`config.mk`:
```
export PLATFORM = sky130hd
export DESIGN_NAME = cdc_handshake_arbiter
export DESIGN_NICKNAME = d
export VERILOG_FILES = /design/src/rtl/cdc_handshake_arbiter.sv
export SDC_FILE = /design/constraint.sdc
export NUM_CORES = 1
export LEC_CHECK = 0
export BUFFER_PORTS_ARGS = -buffer_cell sky130_fd_sc_hd__buf_2
export CAP_MARGIN = 40
export CELL_PAD_IN_SITES_DETAIL_PLACEMENT = 0
export CELL_PAD_IN_SITES_GLOBAL_PLACEMENT = 2
export CORE_ASPECT_RATIO = 1.1
export CORE_MARGIN = 3
export CORE_UTILIZATION = 29
export CTS_CLUSTER_DIAMETER = 40
export CTS_CLUSTER_SIZE = 8
export DETAILED_ROUTE_END_ITERATION = 10
export PLACE_DENSITY_LB_ADDON = 0.1
export SLEW_MARGIN = 20
export SYNTH_ARGS = -nofsm -noshare
export SYNTH_HDL_FRONTEND = slang
export SYNTH_SLANG_ARGS = --single-unit
```
`constraint.sdc`:
```
create_clock -name sCLK -period 2.7 [get_ports sCLK]
set_clock_uncertainty 0.15 [all_clocks]
set_input_delay 0.135 -clock sCLK [delete_from_list [all_inputs] [get_ports sCLK]]
set_output_delay 0.135 -clock sCLK [all_outputs]
set_load 0.02 [all_outputs]
```
`src/rtl/cdc_handshake_arbiter.sv`:
```
// cdc_handshake_arbiter: round-robin sharing of one 4-phase req/ack CDC channel, with sticky ack timeout
module cdc_handshake_arbiter #(
    parameter int NREQ         = 4,
    parameter int DW           = 8,
    parameter int IDW          = 2,
    parameter int SETUP_CYCLES = 1,
    parameter int TIMEOUT      = 1024
) (
    input  logic               sCLK,
    input  logic               sRST,
    input  logic [NREQ-1:0]    req_valid_i,
    input  logic [NREQ*DW-1:0] req_data_i,
    output logic [NREQ-1:0]    req_ready_o,
    output logic [DW-1:0]      xfer_data_o,
    output logic [IDW-1:0]     xfer_id_o,
    output logic               sync_en_o,
    output logic               sync_req_o,
    input  logic               sync_ack_i,
    output logic               busy_o,
    output logic               timeout_err_o,
    input  logic               err_clr_i
);
    typedef enum logic [2:0] {IDLE, SETUP, REQ_HI, REQ_LO, DONE} state_t;
    localparam logic [15:0] SETUP_END = 16'(SETUP_CYCLES);
    localparam logic [15:0] TO_LAST   = 16'(TIMEOUT - 1);
    state_t state_q, state_d;
    logic [15:0] cnt_q, cnt_d;
    logic [IDW-1:0] last_q, id_q, win;
    logic [IDW:0] scan;
    logic [NREQ-1:0] ready_q;
    logic [DW-1:0] data_q;
    logic found, grant, hit, sreq_q, sen_q, busy_q, err_q;
    always_comb begin
        win = '0;
        found = 1'b0;
        scan = '0;
        for (int k = 1; k <= NREQ; k++) begin
            scan = {1'b0, last_q} + (IDW+1)'(k);
            scan = (scan >= (IDW+1)'(NREQ)) ? scan - (IDW+1)'(NREQ) : scan;
            if (!found && req_valid_i[scan[IDW-1:0]]) begin
                found = 1'b1;
                win = scan[IDW-1:0];
            end
        end
    end
    always_comb begin
        state_d = state_q;
        grant = 1'b0;
        case (state_q)
            IDLE: if (found && !sync_ack_i) begin
                state_d = SETUP;
                grant = 1'b1;
            end
            SETUP: if (cnt_q == SETUP_END) state_d = REQ_HI;
            REQ_HI: if (sync_ack_i) state_d = REQ_LO;
            REQ_LO: if (!sync_ack_i) state_d = DONE;
            default: state_d = IDLE;
        endcase
    end
    // one counter serves both the setup delay and the per-phase ack wait; it restarts on every state change
    assign cnt_d = state_d != state_q ? '0 : cnt_q + 16'(cnt_q != 16'hFFFF);
    assign hit = TIMEOUT != 0 && (state_q == REQ_HI || state_q == REQ_LO) && cnt_q == TO_LAST;
    always_ff @(posedge sCLK) begin
        if (sRST) begin
            state_q <= IDLE;
            cnt_q <= '0;
            last_q <= IDW'(NREQ - 1);
            id_q <= '0;
            data_q <= '0;
            ready_q <= '0;
            sreq_q <= 1'b0;
            sen_q <= 1'b0;
            busy_q <= 1'b0;
            err_q <= 1'b0;
        end else begin
            state_q <= state_d;
            cnt_q <= cnt_d;
            if (grant) begin
                data_q <= req_data_i[win*DW +: DW];
                id_q <= win;
            end
            if (state_q == DONE) last_q <= id_q;
            ready_q <= state_d == DONE ? NREQ'(1) << id_q : '0;
            sreq_q <= state_d == REQ_HI;
            sen_q <= state_d == REQ_HI || state_d == REQ_LO;
            busy_q <= state_d != IDLE;
            err_q <= hit | (err_q & ~err_clr_i);
        end
    end
    assign req_ready_o = ready_q;
    assign xfer_data_o = data_q;
    assign xfer_id_o = id_q;
    assign sync_req_o = sreq_q;
    assign sync_en_o = sen_q;
    assign busy_o = busy_q;
    assign timeout_err_o = err_q;
endmodule

```
==> run_results.csv <==
group,metric,value,unit
yosys,synthTopCellsByArea,"dfxtp_1 42%, mux2i_1 9.1%, nor2_1 5.0%",
timing,hold_viol,0,
grt,grt_max_degree,22,
grt,grt_pass1_wl,7.62,mm
grt,grtUsageTotal,13.0,%
layout,fin_cells,342,
yosys,ys_ff_latch,39,
floorplanning,io_pins,58,
routing,viasPerCell,4.80,
layout,drive_above_1_share,29.4,%
yosys,synth_top_area_cell,"dfxtp_1",
floorplanning,start_util,30.1,%
cts,cts_buffers,5,
floorplanning,fp.dieW,82.6,um
power,powerDensity,540,nW/um^2
routing,drt_iter0_drc,50,
status,status,"complete, no violations",
routing,ant_nets,0,
timing,rsz0062_at_grt,"no",
routing,wl_met1,2.05,mm
routing,drt-total-wl,4.60,mm
grt,grt-ovfl-total,0,
yosys,synth.avg_cell_area,9.18,sq um
hold_path,min-delay-start,"req_data_i[9]",
timing,finalWorstSetupSlack,0.323,ns
yosys,netlist_area,1870,sq um
grt,grt_antenna_before_repair,0,
routing,wl_met3,276,um
run,drv_cap,0,
floorplanning,dieArea,7460,sq um
critical_path,cp.arrival,2.40,ns
timing,finalCritPeriodShare,88.0,%
yosys,synth-adder-area-share,1.34,%
yosys,yosys.area_share.simple,27.3,%
routing,drc,0,
timing,finalSetupViolCount,0,
place,gp_routability_congestion,0.714,
critical_path,critPathKind,"flop to flop",
yosys,synth.distinct_cells,39,
routing,wl_met2,2.20,mm
layout,final_util,37.4,%
critical_path,r2r_end,"cnt_q[12]",
critical_path,cp-end-kind,"flop",
yosys,ys_seq_area_share,41.7,%
yosys,syn_inst,204,
critical_path,path_max_fanout,6,
cts,htreeDepth,2,
layout,regArea,781,sq um
layout,multi_input_area,1020,sq um
layout,layout_common_cells,"57 x buf_2, 39 x dfxtp_1, 25 x nor2_1, 17 x mux2i_1, 15 x nand2_1",
place,placed_cells,333,
critical_path,regToRegSetupSlack,0.32,ns
yosys,yosys_warnings,0,
place,port_buffers,57,
routing,vias,1643,
hold_path,min_path_type,"input pin to flop",
yosys,synth_fp_nets,246,
yosys,synth_edf_count,0,
power,total_leakage_power,1.05,nW
floorplanning,core,6230,sq um
yosys,synthMuxAreaShare,9.08,%
timing,report.final.slew_viol_count,0,
place,pre_cts_slack,0.261,ns
timing,tns,0,ns
floorplanning,row_count,30,
critical_path,r2r_start,"cnt_q[6]",
timing,worst-slew-pin-transition,0.552,ns
layout,fin_nets,303,
routing,highest_layer,"met4",
critical_path,reg2reg_depth,10,
grt,grt_pass1_vias,1601,
power,ir_worst_vdd,0.000208,V
yosys,synthArstFlopShare,0,%
yosys,synth_flop_cell,"dfxtp_1",
layout,final_common_cell,"buf_2",
place,dp_hpwl,3.41,mm
cts,cts_root_buf,"clkbuf_8",
timing,max_freq,0.421,GHz
cts,clk_path_buf_depth,2,
cts,cts.sinks,39,
timing,maxSlewHeadroom,63.2,%
yosys,synth_xor_area_share,6.55,%
cts,clk_latency,0.29,ns
layout,nFillCells,672,
layout,antenna_cells,0,
layout,area_growth,24.4,%
hold_path,min_path_cells,3,
timing,fin_crit,2.38,ns
cts,post_cts.repair.setup_buffers,0,
yosys,yosys.area.top_type_share,41.7,%
cts,cts_tree,"yes",
power,finalPower,1.26,mW
routing,wire_per_inst,13.5,um
yosys,synth_compound_area_share,10.1,%
hold_path,holdPathEnd,"xfer_data_o[1]",
floorplanning,die_h,90.3,um
routing,first_pass_iters,6,
critical_path,crit_path_start_kind,"flop",
yosys,synth_top_family_by_area,"simple AND/OR/NAND/NOR gates",
cts,clk_pin_slew,0.07,ns
critical_path,crit_required,2.73,ns
==> sequential cells by signal, indices dropped and copies added (netlist names) <==
name	count
busy_o	1
cnt_q	16
last_q	2
req_ready_o	4
state_q	3
sync_en_o	1
sync_req_o	1
timeout_err_o	1
xfer_data_o	8
xfer_id_o	2
==> report_power, final <==
| group | switching (mW) | leakage (nW) | internal, mW |
|---|---|---|---|
| Combinational | 0.117 | 0.678 | 0.0912 |
| Sequential | 0.0183 | 0.317 | 0.600 |
| Clock | 0.198 | 0.0515 | 0.233 |
==> cells in the mapped netlist (4+ instances only) <==
library cell	count
o221ai_1	8
nand3b_1	9
mux2i_1	17
inv_1	4
nor4_1	4
clkbuf_1	5
a21oi_1	6
nand4_1	5
and3_1	4
nor2b_1	4
dfxtp_1	39
and2_1	6
nand3_1	4
xnor2_1	5
nor2_1	25
xor2_1	9
nand2_1	15
==> how the worst max path moves through the flow <==
stage | start | end | slack [ns] | depth (start not counted)
after global routing | cnt_q[6] | cnt_q[12] | 0.06 | 10
after global placement | cnt_q[6] | cnt_q[15] | 0.32 | 10
after CTS | cnt_q[6] | cnt_q[14] | 0.24 | 10
after floorplan | cnt_q[6] | cnt_q[12] | 0.36 | 12
final | cnt_q[6] | cnt_q[12] | 0.32 | 10
after detailed placement | cnt_q[6] | cnt_q[15] | 0.26 | 10
==> critical path: stages (launching register included) <==
cell and delay [ns]:
dfxtp_1 0.41, and4_2 0.32, inv_1 0.07, nor3_2 0.20, nand4_1 0.12, ha_1 0.23
ha_1 0.23, and2_1 0.22, nand4_1 0.12, xor2_1 0.15, nor2_1 0.05
==> through the flow <==
| step | hold WS, ns | instance area (sq um) |
|---|---|---|
| after floorplan | 0.184 | 1870 |
| after CTS | 0.00253 | 2320 |
| after global placement | 0.301 | 2210 |
| after global routing | 0.00855 | 2330 |
| final | 0.00545 | 2330 |
| after detailed placement | 0.306 | 2210 |
==> logic make-up (layout without fill, tap and decap cells) <==
group / after synthesis / count (layout)
AND/OR/NAND/NOR: 94 / 94
flip-flops: 39 / 39
AO/OA/AOI/OAI: 24 / 24
multiplexers: 17 / 17
XOR/XNOR: 14 / 14
buffers and inverters: 14 / 72
adder cells (fa/ha/maj): 2 / 2
==> repair_timing <==
| action | 4_1_cts | 5_1_grt |
|---|---|---|
| hold endpoints to repair | 1 | 0 |
| endpoints found under the setup margin | 0 | 5 |
| hold buffers | 1 | 0 |
| resized for setup | 0 | 2 |
==> per-layer routing <==
metal  vias to the layer above  GRT usage [%]
li1                        840              -
met1                       761           15.8
met2                        36           21.9
met3                         6           3.09
met4                         0           4.77
met5                         -              0
==> area by class of cell <==
type,instances,share of cell area [%]
inverters,4,0.644
repair buffers,60,13.3
flip-flops and latches,39,33.5
clock buffers,8,4.29
multi-input cells,151,44.0
well taps,80,4.29
No activity file was read; power rests on OpenSTA's default activity.
